--- config.mk ---
export PLATFORM = sky130hd
export DESIGN_NAME = avg_sched
export DESIGN_NICKNAME = d
export VERILOG_FILES = /design/src/rtl/avg_pkg.sv /design/src/rtl/avg_pos_cnt.sv /design/src/rtl/avg_sched.sv
export SDC_FILE = /design/constraint.sdc
export NUM_CORES = 1
export LEC_CHECK = 0
export CAP_MARGIN = 20
export CORE_MARGIN = 1
export CORE_UTILIZATION = 50
export DETAILED_ROUTE_END_ITERATION = 10
export GPL_ROUTABILITY_DRIVEN = 0
export PLACE_DENSITY = 0.78
export RECOVER_POWER = 50
export SLEW_MARGIN = 20
export SYNTH_ARGS = -nofsm -noshare
export SYNTH_HDL_FRONTEND = slang
export SYNTH_HIERARCHICAL = 1
export SYNTH_SLANG_ARGS = --single-unit
--- constraint.sdc ---
create_clock -name clk -period 3.9 [get_ports clk]
set_input_delay 0.39 -clock clk [delete_from_list [all_inputs] [get_ports clk]]
set_output_delay 0.39 -clock clk [all_outputs]
set_load 0.02 [all_outputs]
--- src/rtl/avg_pkg.sv ---
// Shared definitions for the sounder RX averager run controller.
// State encoding and averager pipeline/flush timing constants.
package avg_pkg;

  typedef enum logic [2:0] {
    S_IDLE  = 3'd0,
    S_FLUSH = 3'd1,
    S_ARM   = 3'd2,
    S_RUN   = 3'd3,
    S_DRAIN = 3'd4
  } state_t;

  // Averager pipeline depth; DRAIN waits this many enabled cycles.
  localparam int AVG_PIPE_DEPTH = 3;
  localparam int FLUSH_CYCLES   = 2;

endpackage

--- src/rtl/avg_pos_cnt.sv ---
// L/M position counter: sample index within a period and period index within
// an average, with wrap flags. Shared with the averager datapath.
module avg_pos_cnt #(
  parameter int AWIDTH = 10,
  parameter int MWIDTH = 8
) (
  input  logic              clk,
  input  logic              rst,
  input  logic              clr,
  input  logic              adv,
  input  logic [AWIDTH-1:0] l_max,
  input  logic [MWIDTH-1:0] m_max,
  output logic              l_wrap,
  output logic              m_wrap
);

  logic [AWIDTH-1:0] l_cnt;
  logic [MWIDTH-1:0] m_cnt;

  assign l_wrap = (l_cnt == l_max);
  assign m_wrap = (m_cnt == m_max);

  always_ff @(posedge clk) begin
    if (!rst || clr) begin
      l_cnt <= '0;
      m_cnt <= '0;
    end else if (adv) begin
      if (l_wrap) begin
        l_cnt <= '0;
        m_cnt <= m_wrap ? '0 : m_cnt + 1'b1;
      end else begin
        l_cnt <= l_cnt + 1'b1;
      end
    end
  end

endmodule

--- src/rtl/avg_sched.sv ---
// avg_sched: run controller for the sounder RX block averager. Latches config,
// flushes the averager, gates RX samples and stops only on round boundaries.
module avg_sched
  import avg_pkg::*;
#(
  parameter int AWIDTH = 10,
  parameter int MWIDTH = 8,
  parameter int CWIDTH = 16
) (
  input  logic              clk,
  input  logic              rst,
  input  logic [AWIDTH-1:0] cfg_l,
  input  logic [MWIDTH-1:0] cfg_m,
  input  logic [3:0]        cfg_k,
  input  logic [CWIDTH-1:0] cfg_n,
  input  logic              cfg_trig_en,
  input  logic              cmd_start,
  input  logic              cmd_stop,
  input  logic              trig,
  input  logic              s_valid,
  input  logic              dn_ready,
  output logic              avg_rst,
  output logic              avg_en,
  output logic              avg_vin,
  output logic [AWIDTH-1:0] avg_l,
  output logic [MWIDTH-1:0] avg_m,
  output logic [3:0]        avg_k,
  output logic              busy,
  output logic              done,
  output logic              cfg_err,
  output logic              ovf,
  output logic [CWIDTH-1:0] avg_cnt
);

  localparam logic [1:0] FLUSH_LAST = 2'(FLUSH_CYCLES - 1);
  localparam logic [1:0] DRAIN_LAST = 2'(AVG_PIPE_DEPTH - 1);

  state_t            state, state_nxt;
  logic [1:0]        flush_cnt, drain_cnt;
  logic              stop_pend, trig_en_q, en_ok;
  logic [CWIDTH-1:0] n_q, cnt_inc;
  logic [AWIDTH-1:0] l_max;
  logic [MWIDTH-1:0] m_max;
  logic              l_wrap, m_wrap;
  logic              start_ok, start_bad, finish, round_done, last_avg;

  // en_ok keeps avg_en low for the cycle following reset.
  assign avg_en  = en_ok & (((state == S_IDLE) || (state == S_FLUSH)) ? 1'b1 : dn_ready);
  assign avg_vin = (state == S_RUN) & s_valid & dn_ready;

  assign l_max      = avg_l - 1'b1;
  assign m_max      = avg_m - 1'b1;
  assign cnt_inc    = avg_cnt + 1'b1;
  assign round_done = avg_vin & l_wrap & m_wrap;
  assign last_avg   = (n_q != '0) && (cnt_inc == n_q);

  avg_pos_cnt #(
    .AWIDTH(AWIDTH),
    .MWIDTH(MWIDTH)
  ) u_pos (
    .clk   (clk),
    .rst   (rst),
    .clr   (state == S_FLUSH),
    .adv   (avg_vin),
    .l_max (l_max),
    .m_max (m_max),
    .l_wrap(l_wrap),
    .m_wrap(m_wrap)
  );

  always_comb begin
    state_nxt = state;
    start_ok  = 1'b0;
    start_bad = 1'b0;
    finish    = 1'b0;
    case (state)
      S_IDLE: begin
        if (cmd_start) begin
          if ((cfg_l != '0) && (cfg_m != '0)) begin
            start_ok  = 1'b1;
            state_nxt = S_FLUSH;
          end else begin
            start_bad = 1'b1;
          end
        end
      end
      S_FLUSH: begin
        if (flush_cnt == FLUSH_LAST) state_nxt = S_ARM;
      end
      S_ARM: begin
        // Stop takes priority over a coincident trigger.
        if (cmd_stop)                 state_nxt = S_IDLE;
        else if (!trig_en_q || trig)  state_nxt = S_RUN;
      end
      S_RUN: begin
        if (round_done && (stop_pend || cmd_stop || last_avg)) state_nxt = S_DRAIN;
      end
      S_DRAIN: begin
        if (dn_ready && (drain_cnt == DRAIN_LAST)) begin
          state_nxt = S_IDLE;
          finish    = 1'b1;
        end
      end
      default: state_nxt = S_IDLE;
    endcase
  end

  always_ff @(posedge clk) begin
    if (!rst) begin
      state     <= S_IDLE;
      flush_cnt <= '0;
      drain_cnt <= '0;
      stop_pend <= 1'b0;
      trig_en_q <= 1'b0;
      en_ok     <= 1'b0;
      n_q       <= '0;
      avg_rst   <= 1'b1;
      avg_l     <= '0;
      avg_m     <= '0;
      avg_k     <= '0;
      busy      <= 1'b0;
      done      <= 1'b0;
      cfg_err   <= 1'b0;
      ovf       <= 1'b0;
      avg_cnt   <= '0;
    end else begin
      en_ok     <= 1'b1;
      state     <= state_nxt;
      avg_rst   <= (state_nxt == S_FLUSH);
      busy      <= (state_nxt != S_IDLE);
      done      <= finish;
      flush_cnt <= (state == S_FLUSH) ? flush_cnt + 1'b1 : '0;
      drain_cnt <= (state != S_DRAIN) ? '0 : (dn_ready ? drain_cnt + 1'b1 : drain_cnt);
      if (start_ok) begin
        avg_l     <= cfg_l;
        avg_m     <= cfg_m;
        avg_k     <= cfg_k;
        n_q       <= cfg_n;
        trig_en_q <= cfg_trig_en;
        avg_cnt   <= '0;
        ovf       <= 1'b0;
        cfg_err   <= 1'b0;
        stop_pend <= 1'b0;
      end else if (start_bad) begin
        cfg_err <= 1'b1;
      end
      if (state == S_RUN) begin
        if (round_done)            avg_cnt   <= cnt_inc;
        if (cmd_stop)              stop_pend <= 1'b1;
        if (s_valid && !dn_ready)  ovf       <= 1'b1;
      end
    end
  end

endmodule

==> metrics <==
critical path launch point type=flop; Primary FF master, synth=sky130_fd_sc_hd__dfxtp_1; PwrDens=336 mW/mm^2; post-CTS resize count=0; area of the placeable core=0.00933 sq mm; number of antenna-violating nets in the routed design=0; insertion delay of the later-clocked pin in the worst-skew pair=360 ps; hold bufs inserted after CTS=0; number of synthesized flops with an enable pin=0; Die Y-Extent=101 um; cell total after placement=761; register area=0.00174 sq mm; number of max-cap violations=0; most common library cell in the layout ignoring fill and taps=sky130_fd_sc_hd__dfxtp_1; count of boundary I/O pins=91; R2R cell count=16; number of setup violations in the final report=0; synthesized area per cell=8.63 sq um; endpoint arrival time on the critical path=3790 ps; clock buffers created by TritonCTS=9; largest fanout of any net on the critical path=7; final hold slack=451 ps; final non-filler cell area=0.00599 sq mm; crit path capture type=flop; estimated wirelength of the detail-placed design=8610 um; Netlist Area Pre-Place=0.00488 sq mm; final-layout fill cell count=806; number of sinks driven by the clock tree=87; number of nets at the end of the flow=696; startpoint of the tightest hold check path=flush_cnt[0]$_SDFF_PN0_; capture point of the worst reg-to-reg path=state[1]$_SDFF_PN0_; beginning of the worst register-to-register path=avg_l[2]$_SDFFE_PN0P_; total area of multi-input combinational cells=0.00287 sq mm; area share of the largest cell type after synthesis=0.357; area after detailed placement=0.00580 sq mm; average via count per standard cell=5.58; Hold Violations, Final=0; effective utilization at floorplan=0.523; drt wl/cell=15.1 um; cell types with the largest area share after synthesis=sky130_fd_sc_hd__dfxtp_1 36%, sky130_fd_sc_hd__mux2i_1 6.6%, sky130_fd_sc_hd__xnor2_1 5.7%; source of the critical timing path=avg_l[2]$_SDFFE_PN0P_; number of nets in the synthesized netlist=618; Root Buffer=sky130_fd_sc_hd__clkbuf_8; max-slew violations=0; count of port buffers added during placement=90; number of library cell types mapped by synthesis=60; Tightest Pin Transition=1210 ps; leakage power figure=2.38 nW; relative slew slack=0.189; period utilization=0.908; Synthesis Warnings=6; die width=101 um; RSZ-0062 raised after global routing=false; Ant. Diodes=0; via count of the first global-routing pass=4101; H-Tree Depth=3; Site Rows=35; share of async-settable or async-resettable flops after synthesis=0; worst clock skew=5.98 ps; post-route total power=2.01 mW; wire length of the first global-routing pass=19600 um; Cells on Worst Hold Path=1; growth of design area from synthesis to finish=22.7%; Req. time, crit path=4150 ps; endpoint of the worst hold-timing path=flush_cnt[0]$_SDFF_PN0_; Overall Global Routing Usage=0.242; clock-pin slew of the registers on the worst-case setup and hold paths=90 ps; number of standard cells in the final layout excluding fillers=777; violation count after the first detailed-routing iteration=234; wirelength, routed=11800 um; DR vias=4336; Die Area=0.0102 sq mm; Detailed Routing Iterations Pass 1=5; highest-count cells in the layout ignoring fill and taps=87 x sky130_fd_sc_hd__dfxtp_1, 46 x sky130_fd_sc_hd__nand2_1, 45 x sky130_fd_sc_hd__clkdlybuf4s50_1; initial antenna violation count=0; path type of the worst min-delay path=flop to flop; ratio of cells with drive above 1 in the final layout=0.0540; total setup buffers inserted after CTS=0; CTS tree=built; portion of the post-synthesis area used by sequential elements=0.357; peak supply drop=252 uV; pin count of the biggest net entering global routing=44; flip-flop and latch count after synthesis=87; number of instances in the synthesized netlist=565; status=completed; register-to-register path setup slack=360 ps; DRC violations left=0; total global routing overflow=0; setup TNS after final layout=0 ps; Longest Clk Path Bufs=2; Worst Path Class, Setup=flop to flop; time the final worst path needs with I/O delays and setup=3540 ps; cell type with the highest aggregate area in the netlist=sky130_fd_sc_hd__dfxtp_1; maximum clock rate=282 MHz
## flip-flops by register name, summed over array words and instances, names as in the netlist, 3 cells and up
name	flops
u_pos/m_cnt	8
avg_m	8
n_q	16
avg_k	4
state	3
avg_l	10
u_pos/l_cnt	10
avg_cnt	16
## routing by layer
metal | wire length, um | global-route usage
met5 | 0 | 0
met4 | 129 | 0.0736
met3 | 717 | 0.0409
met2 | 5670 | 0.411
met1 | 5240 | 0.315
## logic make-up (layout without fill, tap and decap cells)
family          after synthesis  after routing  synth area share
buf+inv                      46            129            0.0508
mux                          32             32            0.0657
simple gates                234            234             0.267
xor+xnor                     61             61             0.113
flops                        87             87             0.357
fa+ha+maj                     7              7            0.0180
compound gates               98             98             0.129
## cell usage after synthesis (12+ instances only)
cell type / number
sky130_fd_sc_hd__o21ai_0: 33
sky130_fd_sc_hd__nand3_1: 17
sky130_fd_sc_hd__dfxtp_1: 87
sky130_fd_sc_hd__mux2i_1: 32
sky130_fd_sc_hd__nor2b_1: 38
sky130_fd_sc_hd__xnor2_1: 32
sky130_fd_sc_hd__xor2_1: 28
sky130_fd_sc_hd__nor2_1: 38
sky130_fd_sc_hd__a21oi_1: 20
sky130_fd_sc_hd__inv_1: 15
sky130_fd_sc_hd__nor4_1: 12
sky130_fd_sc_hd__nand4_1: 14
sky130_fd_sc_hd__clkbuf_1: 17
sky130_fd_sc_hd__nand2_1: 45
## layout make-up
type / count / share of cell area
Tap cell: 129 / 0.0270
Clock buffer: 9 / 0.0207
Inverter: 15 / 0.00940
Multi-Input combinational cell: 432 / 0.480
Sequential cell: 87 / 0.291
Timing Repair Buffer: 98 / 0.159
Clock inverter: 7 / 0.0134
## critical path: stages, from the launching register on
cell and delay [ps]:
sky130_fd_sc_hd__dfxtp_1 380, sky130_fd_sc_hd__nor4_1 450, sky130_fd_sc_hd__nand2b_1 110, sky130_fd_sc_hd__or3_1 360, sky130_fd_sc_hd__xnor2_1 160, sky130_fd_sc_hd__xor2_1 160, sky130_fd_sc_hd__nor4_2 380, sky130_fd_sc_hd__nand3_1 200
sky130_fd_sc_hd__inv_1 110, sky130_fd_sc_hd__nand2_1 70, sky130_fd_sc_hd__nor3_2 150, sky130_fd_sc_hd__buf_4 190, sky130_fd_sc_hd__nand4_1 80, sky130_fd_sc_hd__nor4_1 160, sky130_fd_sc_hd__o2111ai_1 210, sky130_fd_sc_hd__nand4_1 170
sky130_fd_sc_hd__nand3_1 100
## report_power, final
group	switching (mW)	internal (mW)	leakage [nW]
Sequential	0.0395	0.923	0.709
Clock	0.354	0.303	0.0964
Combinational	0.197	0.192	1.57
## how the worst max path moves through the flow
stage,to,cells past startpoint
2_1_floorplan,state[0]$_SDFF_PN0_,14
3_3_place_gp,state[0]$_SDFF_PN0_,16
3_5_place_dp,state[1]$_SDFF_PN0_,16
4_1_cts,state[1]$_SDFF_PN0_,16
5_1_grt,state[1]$_SDFF_PN0_,17
6_report,state[1]$_SDFF_PN0_,16
## through the flow
step / utilization / worst slack, ps
global placement: 0.622 / 657
floorplan: - / 792
CTS: 0.644 / 347
finish: 0.642 / 360
detailed placement: 0.622 / 381
global route: 0.642 / 14.4
Note: power is estimated with default switching activity, not from simulation.
